<file path="src/rtl/baud_tick_gen_if.sv">
// rtl/baud_tick_gen_if.sv - control and status bundle for the baud tick generator
interface baud_tick_gen_if #(
  parameter int NB_DIV  = 16,
  parameter int NB_FRAC = 4,
  parameter int NB_SUB  = 4
);
  logic               i_en;
  logic               i_sync;
  logic               i_div_wr;
  logic [NB_DIV-1:0]  i_div;
  logic [NB_FRAC-1:0] i_frac;
  logic               o_tick;
  logic               o_bit_tick;
  logic [NB_DIV:0]    o_counter;
  logic [NB_SUB-1:0]  o_sub_cnt;
  logic               o_pending;

  modport master (
    output i_en, i_sync, i_div_wr, i_div, i_frac,
    input  o_tick, o_bit_tick, o_counter, o_sub_cnt, o_pending
  );

  modport slave (
    input  i_en, i_sync, i_div_wr, i_div, i_frac,
    output o_tick, o_bit_tick, o_counter, o_sub_cnt, o_pending
  );
endinterface

</file>
<file path="src/rtl/baud_tick_gen.sv">
// rtl/baud_tick_gen.sv - UART oversample/bit tick generator with fractional divisor
module baud_tick_gen #(
  parameter int NB_DIV       = 16,
  parameter int NB_FRAC      = 4,
  parameter int OVERSAMPLE   = 16,
  parameter int NB_SUB       = 4,
  parameter int DEFAULT_DIV  = 326,
  parameter int DEFAULT_FRAC = 0
) (
  input logic            clk,
  input logic            i_rst_n,
  baud_tick_gen_if.slave bus
);

  logic [NB_DIV:0]    cnt;
  logic [NB_SUB-1:0]  sub;
  logic [NB_FRAC-1:0] acc;
  logic               stretch;
  logic [NB_DIV-1:0]  div_act;
  logic [NB_DIV-1:0]  div_sh;
  logic [NB_FRAC-1:0] frac_act;
  logic [NB_FRAC-1:0] frac_sh;
  logic               pend;

  logic [NB_DIV:0]    term;
  logic [NB_FRAC:0]   acc_sum;
  logic               tick;
  logic               apply;

  assign term    = {1'b0, div_act} + {{NB_DIV{1'b0}}, stretch};
  assign acc_sum = {1'b0, acc} + {1'b0, frac_act};
  assign tick    = bus.i_en & ~bus.i_sync & (cnt == term);
  // A pending divisor only lands where the current period cannot be corrupted.
  assign apply   = pend & (tick | ~bus.i_en | bus.i_sync);

  assign bus.o_tick     = tick;
  assign bus.o_bit_tick = tick & (sub == NB_SUB'(OVERSAMPLE - 1));
  assign bus.o_counter  = cnt;
  assign bus.o_sub_cnt  = sub;
  assign bus.o_pending  = pend;

  always_ff @(posedge clk or negedge i_rst_n) begin
    if (!i_rst_n) begin
      cnt     <= '0;
      sub     <= '0;
      acc     <= '0;
      stretch <= 1'b0;
    end else if (bus.i_sync) begin
      cnt     <= '0;
      sub     <= '0;
      acc     <= '0;
      stretch <= 1'b0;
    end else if (bus.i_en) begin
      if (tick) begin
        cnt     <= '0;
        sub     <= sub + 1'b1;
        acc     <= acc_sum[NB_FRAC-1:0];
        stretch <= acc_sum[NB_FRAC];
      end else begin
        cnt <= cnt + 1'b1;
      end
    end
  end

  always_ff @(posedge clk or negedge i_rst_n) begin
    if (!i_rst_n) begin
      div_act  <= NB_DIV'(DEFAULT_DIV);
      frac_act <= NB_FRAC'(DEFAULT_FRAC);
      div_sh   <= NB_DIV'(DEFAULT_DIV);
      frac_sh  <= NB_FRAC'(DEFAULT_FRAC);
      pend     <= 1'b0;
    end else begin
      if (apply) begin
        div_act  <= div_sh;
        frac_act <= frac_sh;
      end
      // A write coinciding with an apply stays pending for the next event.
      if (bus.i_div_wr) begin
        div_sh  <= bus.i_div;
        frac_sh <= bus.i_frac;
        pend    <= 1'b1;
      end else if (apply) begin
        pend <= 1'b0;
      end
    end
  end

endmodule

</file>
<file path="src/flat_wrapper.sv">
// flat-port wrapper written by rule: the top's interface ports become plain ports
module baud_tick_gen_flat 
#(
  parameter int NB_DIV       = 16,
  parameter int NB_FRAC      = 4,
  parameter int OVERSAMPLE   = 16,
  parameter int NB_SUB       = 4,
  parameter int DEFAULT_DIV  = 326,
  parameter int DEFAULT_FRAC = 0
)
  (clk, i_rst_n, bus_i_en, bus_i_sync, bus_i_div_wr, bus_i_div, bus_i_frac, bus_o_tick, bus_o_bit_tick, bus_o_counter, bus_o_sub_cnt, bus_o_pending);
  baud_tick_gen_if #(.NB_DIV(NB_DIV), .NB_FRAC(NB_FRAC), .NB_SUB(NB_SUB)) bus_i ();
  input logic clk;
  input logic i_rst_n;
  input wire logic [$bits(bus_i.i_en)-1:0] bus_i_en;
  input wire logic [$bits(bus_i.i_sync)-1:0] bus_i_sync;
  input wire logic [$bits(bus_i.i_div_wr)-1:0] bus_i_div_wr;
  input wire logic [$bits(bus_i.i_div)-1:0] bus_i_div;
  input wire logic [$bits(bus_i.i_frac)-1:0] bus_i_frac;
  output wire logic [$bits(bus_i.o_tick)-1:0] bus_o_tick;
  output wire logic [$bits(bus_i.o_bit_tick)-1:0] bus_o_bit_tick;
  output wire logic [$bits(bus_i.o_counter)-1:0] bus_o_counter;
  output wire logic [$bits(bus_i.o_sub_cnt)-1:0] bus_o_sub_cnt;
  output wire logic [$bits(bus_i.o_pending)-1:0] bus_o_pending;
  assign bus_i.i_en = bus_i_en;
  assign bus_i.i_sync = bus_i_sync;
  assign bus_i.i_div_wr = bus_i_div_wr;
  assign bus_i.i_div = bus_i_div;
  assign bus_i.i_frac = bus_i_frac;
  assign bus_o_tick = bus_i.o_tick;
  assign bus_o_bit_tick = bus_i.o_bit_tick;
  assign bus_o_counter = bus_i.o_counter;
  assign bus_o_sub_cnt = bus_i.o_sub_cnt;
  assign bus_o_pending = bus_i.o_pending;
  baud_tick_gen #(.NB_DIV(NB_DIV), .NB_FRAC(NB_FRAC), .OVERSAMPLE(OVERSAMPLE), .NB_SUB(NB_SUB), .DEFAULT_DIV(DEFAULT_DIV), .DEFAULT_FRAC(DEFAULT_FRAC)) u_core (.clk(clk), .i_rst_n(i_rst_n), .bus(bus_i));
endmodule
</file>
<file path="config.mk">
export PLATFORM = sky130hd
export DESIGN_NAME = baud_tick_gen_flat
export DESIGN_NICKNAME = d
export VERILOG_FILES = /design/src/rtl/baud_tick_gen_if.sv /design/src/rtl/baud_tick_gen.sv /design/src/flat_wrapper.sv
export SDC_FILE = /design/constraint.sdc
export NUM_CORES = 1
export LEC_CHECK = 0
export CORE_UTILIZATION = 55
export CTS_CLUSTER_DIAMETER = 40
export CTS_CLUSTER_SIZE = 40
export DETAILED_ROUTE_END_ITERATION = 16
export PLACE_DENSITY = 0.8
export SLEW_MARGIN = 20
export SYNTH_ARGS = -nofsm -noshare
export SYNTH_HDL_FRONTEND = slang
export SYNTH_SLANG_ARGS = --single-unit
</file>
<file path="constraint.sdc">
create_clock -name clk -period 3.6 [get_ports clk]
set_input_delay 0.36 -clock clk [delete_from_list [all_inputs] [get_ports clk]]
set_output_delay 0.36 -clock clk [all_outputs]
set_load 0.01 [all_outputs]
</file>
==> results of run 1 <==
==> critical path, cell delays in order, from the launching register on <==
cell and delay [ps]:
dfrtp_1 410, ha_2 230, ha_4 190, o21ba_2 220, a22oi_2 190, o2bb2ai_1 110
nor4_2 330, nand4_1 250, nor2_2 160, buf_4 110, clkdlybuf4s50_1 520
==> per-stage QoR <==
step	worst slack, ps	hold WS, ps
6_report	159	61.6
3_3_place_gp	362	449
2_1_floorplan	860	64.4
5_1_grt	11.1	134
4_1_cts	77.4	89.2
3_5_place_dp	197	464
==> worst max-delay path by stage <==
stage	end	from	slack [ps]
finish	bus_o_tick	u_core.div_act[0]	160
global route	bus_o_tick	u_core.div_act[0]	10
CTS	bus_o_tick	u_core.div_act[0]	80
detailed placement	bus_o_bit_tick	u_core.div_act[0]	200
global placement	bus_o_bit_tick	u_core.div_act[0]	360
floorplan	bus_o_bit_tick	u_core.div_act[1]	860
==> what timing repair did <==
| action | in CTS | in global routing |
|---|---|---|
| setup buffers | 2 | 0 |
| gates resized for setup | 3 | 6 |
| pin swaps | 3 | 3 |
| hold buffers | 0 | 0 |
| endpoints found under the setup margin | 1 | 2 |
==> area by class of cell <==
type	instances	area share, %
Clock inverter	6	1.96
Tap cell	77	2.13
Clock buffer	10	3.04
Timing Repair Buffer	59	12.3
Inverter	6	0.497
Multi-Input combinational cell	246	42.8
Sequential cell	67	37.2
==> layer usage <==
layer	up-vias	share of wire, %	wire length (um)
met5	-	0	0
met4	0	1.8	155
met3	21	6.2	540
met2	143	50	4340
met1	1531	42	3690
li1	1403	-	-
==> power breakdown <==
group / internal (mW) / switching (mW)
Sequential: 0.835 / 0.112
Combinational: 0.175 / 0.150
Clock: 0.408 / 0.308
Total: 1.42 / 0.569
==> sequential cells by signal, summed over array words and instances (netlist names) <==
register              count
u_core.bus.o_sub_cnt      4
u_core.stretch            1
u_core.div_act           16
u_core.bus.o_counter     17
u_core.acc                4
u_core.frac_act           4
u_core.bus.o_pending      1
u_core.div_sh            16
u_core.frac_sh            4
==> synth_stat cells, drive strengths merged (9+ instances only) <==
library cell / count
dfrtp: 59
nor3: 30
a221o: 20
a32o: 20
mux2: 20
nand2: 20
xnor2: 20
clkbuf: 17
nor2: 16
xor2: 16
nand3: 11
buf: 9
==> cell families (layout without fill, tap and decap cells) <==
family / Yosys count / count (layout) / share of synthesized area, %
simple gates: 104 / 104 / 14.8
buf+inv: 32 / 81 / 3.93
compound gates: 73 / 73 / 17.3
flops: 67 / 67 / 45.3
xor+xnor: 36 / 36 / 8.46
mux: 24 / 24 / 7.12
fa+ha+maj: 9 / 9 / 3.22
==> results.yml, run 1 <==
outcome:
  outcome: "complete, but fails checks"
  violations: "DRC"
global_routing:
  grt_pass1_vias: 2992
  grt_overflow_total: 0
  grt_use_met3_pct: 5.41
  grt.busiest_layer: "met2"
  use_met1_pct: 33.6
  grt_antenna_before_repair: 0
  grt_usage_pct: 25.9
  grt_first_pass_wirelength_um: 14400
  use_met2_pct: 43.5
  grt_max_degree: 35
place:
  port-buffer-count: 48
  dpl.hpwl_um: 6000
  gp_congestion: 0.930
  place_inst: 453
  postPlaceCellArea_um2: 4250
timing:
  tightestPinTransition_ps: 1020
  setup_violations: 0
  hold_violations: 0
  slew_viol_final: 0
  setup_tns_ps: 0
  finClkSkew_ps: 10.6
  fin_crit_sh_pct: 95.6
  fmax_mhz: 291
  maxSlewHeadroom_pct: 31.9
  rsz0062_at_grt: "false"
  period_needed_ps: 3440
die:
  start_util_pct: 57.7
  die_x_um: 84.3
  fp.dieArea_um2: 7110
  io_pins: 49
  std_cell_rows: 29
  die_h_um: 84.3
  core_um2: 6460
clocking:
  cts_tree: "done"
  cts_buffer_depth: 2
  cts.clk_slew.worst_paths_ps: 80
  cts_htree_levels: 3
  worstSkewPairLatency_ps: 360
  cts.sinks: 67
  cts_inserted_buffers: 9
  cts_root_buf: "clkbuf_8"
final_layout:
  diodes: 0
  multi_input_area_um2: 1940
  final_nets: 423
  nFillCells: 508
  regArea_um2: 1690
  final_cell_area_um2: 4530
  finalNonFillerCells: 471
  layout_commonest_cell: "dfrtp_1"
  utilization_pct: 70.1
  layout_common_cells: "dfrtp_1 (59), clkdlybuf4s50_1 (46), nor3_1 (26)"
  drive_gt1_share_pct: 18.5
  synthToLayoutAreaGrowth_pct: 21.5
synthesis:
  synthCells: 345
  ys_ff_latch: 67
  syn_area_per_cell_um2: 10.8
  syn_area_um2: 3730
  synth_flop_cell: "dfrtp_1"
  yosys.area.top_type_share_pct: 39.6
  synth_nets: 379
  yosysTopAreaCell: "dfrtp_1"
  ys_seq_area_share_pct: 45.3
  synth_cell_types: 49
  synth_area_leaders: "dfrtp_1 (40%), mux2_2 (6.0%), dfstp_2 (5.6%)"
  yosysWarningCount: 0
  ys_async_sr_fraction_pct: 100
  synth-edff-count: 0
detailed_routing:
  routedWlPerCell_um: 18.5
  viasPerCell: 6.58
  dr.pass1.iters: 12
  drtAntennaViolNets: 0
  via_count: 3098
  drc: 10
  drt_iter0_markers: 244
  wl_um: 8730
worst_setup_path:
  r2r_cells: 11
  endpoint_kind: "output port"
  cp_data_required_time_ps: 3240
  start_kind: "flip-flop"
  r2r_slack_ps: 500
  crit_type: "reg -> out"
  reg2reg_from: "u_core.div_act[0]"
  crit_path_max_fanout: 5
  reg2reg_to: "u_core.div_act[6]"
  cp.arrival_ps: 3080
power_and_ir_drop:
  power_mw: 1.99
  p_per_area_nw_per_um2: 439
  peakVddDrop_v: 0.000337
  power.leakage_nw: 1.82
run:
  max_cap_violations: 0
worst_hold_path:
  hold_class: "in -> async"
No activity file was read; power rests on OpenSTA's default activity.
==> run 2: changes to the inputs <==
- REMOVE_ABC_BUFFERS: unset -> 1
==> results.yml, run 2 (same netlist as run 1, synthesis figures left out) <==
detailed_routing:
  wl_um: 8130
  routedWlPerCell_um: 17.3
  viasPerCell: 6.45
  via_count: 3024
  drtAntennaViolNets: 0
  dr.pass1.iters: 11
  drt_iter0_markers: 236
  drc: 12
clocking:
  cts_htree_levels: 3
  worstSkewPairLatency_ps: 350
  cts.clk_slew.worst_paths_ps: 80
  cts_buffer_depth: 2
  cts_inserted_buffers: 9
  cts.sinks: 67
  cts_tree: "done"
  cts_root_buf: "clkbuf_8"
power_and_ir_drop:
  power.switching_uw: 559
  intPower_mw: 1.42
  power.leakage_nw: 1.85
  p_seq_share_pct: 47.9
  p_per_area_nw_per_um2: 437
  power_mw: 1.98
  pwr-share-clk_pct: 36.1
  peakVddDrop_v: 0.000316
  p_comb_share_pct: 16.0
  sw_frac_of_total_pct: 28.3
worst_setup_path:
  max_stage_delay_ps: 410
  r2r_slack_ps: 630
  crit_type: "reg -> out"
  crit_path_max_fanout: 5
  cp.arrival_ps: 2820
  critPathSlowestCell: "dfrtp_1"
  worstPathCellList: "ha_2 -> ha_4 -> o21ba_2 -> a22oi_1 -> o2bb2ai_1 -> nor4_2 -> nand4_1 -> nor2_2 -> and4_1 -> dlymetal6s2s_1"
  endpoint_kind: "output port"
  cp_data_required_time_ps: 3240
  start_kind: "flip-flop"
worst_hold_path:
  hold_class: "in -> async"
place:
  gp_congestion: 0.882
  postPlaceCellArea_um2: 4230
  dpl.hpwl_um: 5750
  port-buffer-count: 48
timing:
  hold_violations: 0
  setup_tns_ps: 0
  setup_violations: 0
  tightestPinTransition_ps: 922
  fin_crit_sh_pct: 88.4
  fmax_mhz: 314
  maxSlewHeadroom_pct: 38.3
  period_needed_ps: 3180
  slew_viol_final: 0
  finClkSkew_ps: 9.39
  timing.hold.ws_ps: 500
  rsz0062_at_grt: "false"
outcome:
  outcome: "complete, but fails checks"
  violations: "DRC"
die:
  fp.dieArea_um2: 7110
  core_um2: 6460
  std_cell_rows: 29
  io_pins: 49
  die_x_um: 84.3
  start_util_pct: 57.7
  die_h_um: 84.3
final_layout:
  layout_common_cells: "dfrtp_1 (59), clkdlybuf4s50_1 (45), nor3_1 (27)"
  layout_commonest_cell: "dfrtp_1"
  final_nets: 421
  synthToLayoutAreaGrowth_pct: 21.2
  diodes: 0
  final_cell_area_um2: 4520
  largest_reg_flops: 17
  drive_gt1_share_pct: 17.3
global_routing:
  grt_overflow_total: 0
  grt_max_degree: 46
  grt_usage_pct: 24.7
  grt_first_pass_wirelength_um: 13700
  grt_antenna_before_repair: 0
  grt_pass1_vias: 2796
run:
  max_cap_violations: 0
[run 2: area by class of cell]
class	instances	area (um^2)
fill	493	1940
sequential	67	1690
inverter	6	22.5
tap	77	96.3
timing repair buffer	57	551
multi-input combinational	246	1940
clock inverter	6	88.8
clock buffer	10	138
[run 2: worst paths after layout]
check,startpoint,endpoint,cells past startpoint
max,u_core.div_act[0],bus_o_bit_tick,10
min,i_rst_n,u_core.div_sh[10],2
max reg2reg,u_core.div_act[0],u_core.div_act[10],10
min reg2reg,u_core.acc[2],u_core.acc[2],1
max in group asynchronous,i_rst_n,u_core.div_act[1],3
min in group clk,u_core.acc[2],u_core.acc[2],1
[run 2: per-layer routing]
layer | part of all wire [%] | track usage (%) | vias up
met5 | 0 | 0 | -
met4 | 1.7 | 11.0 | 0
met3 | 4.1 | 3.54 | 14
met2 | 48 | 38.6 | 101
met1 | 46 | 34.5 | 1514
li1 | - | - | 1395
[run 2: critical path: cells and delay by family, from the launching register on]
kind / cells / cell delay [ps]
compound gates: 3 / 520
fa+ha+maj: 2 / 420
buf+inv: 1 / 150
flops: 1 / 410
simple gates: 4 / 960
[run 2: metrics by stage]
step | util (%) | std cells | worst slack, ps
floorplan | - | 319 | 187
global placement | 65.5 | 451 | 387
detailed placement | 65.5 | 451 | 220
CTS | 69.3 | 468 | 20.5
global route | 70.0 | 469 | 279
finish | 70.0 | 469 | 419
[run 2: timing repair]
item | CTS | global route
endpoints found under the hold margin | 18 | 0
buffers inserted | 0 | 1
setup endpoints to repair | 1 | 2
resized for setup | 2 | 7
pin swaps | 2 | 3
cloned | 0 | 0
hold buffers | 1 | 0
[run 2: power by group through the flow]
| stage | Combinational (mW) | Sequential, mW | Clock [mW] |
|---|---|---|---|
| after global routing | 0.349 | 0.959 | 0.756 |
| final | 0.316 | 0.947 | 0.712 |
| after detailed placement | 0.310 | 0.955 | 0 |
| after floorplan | 0.216 | 0.922 | 0 |
| after global placement | 0.299 | 0.946 | 0 |
| after CTS | 0.315 | 0.941 | 0.718 |
==> run 3: changes to the inputs <==
- CAP_MARGIN: unset -> 20
==> results of run 3 <==
Same layout as run 2: the final DEF is identical, and so are final timing and power.
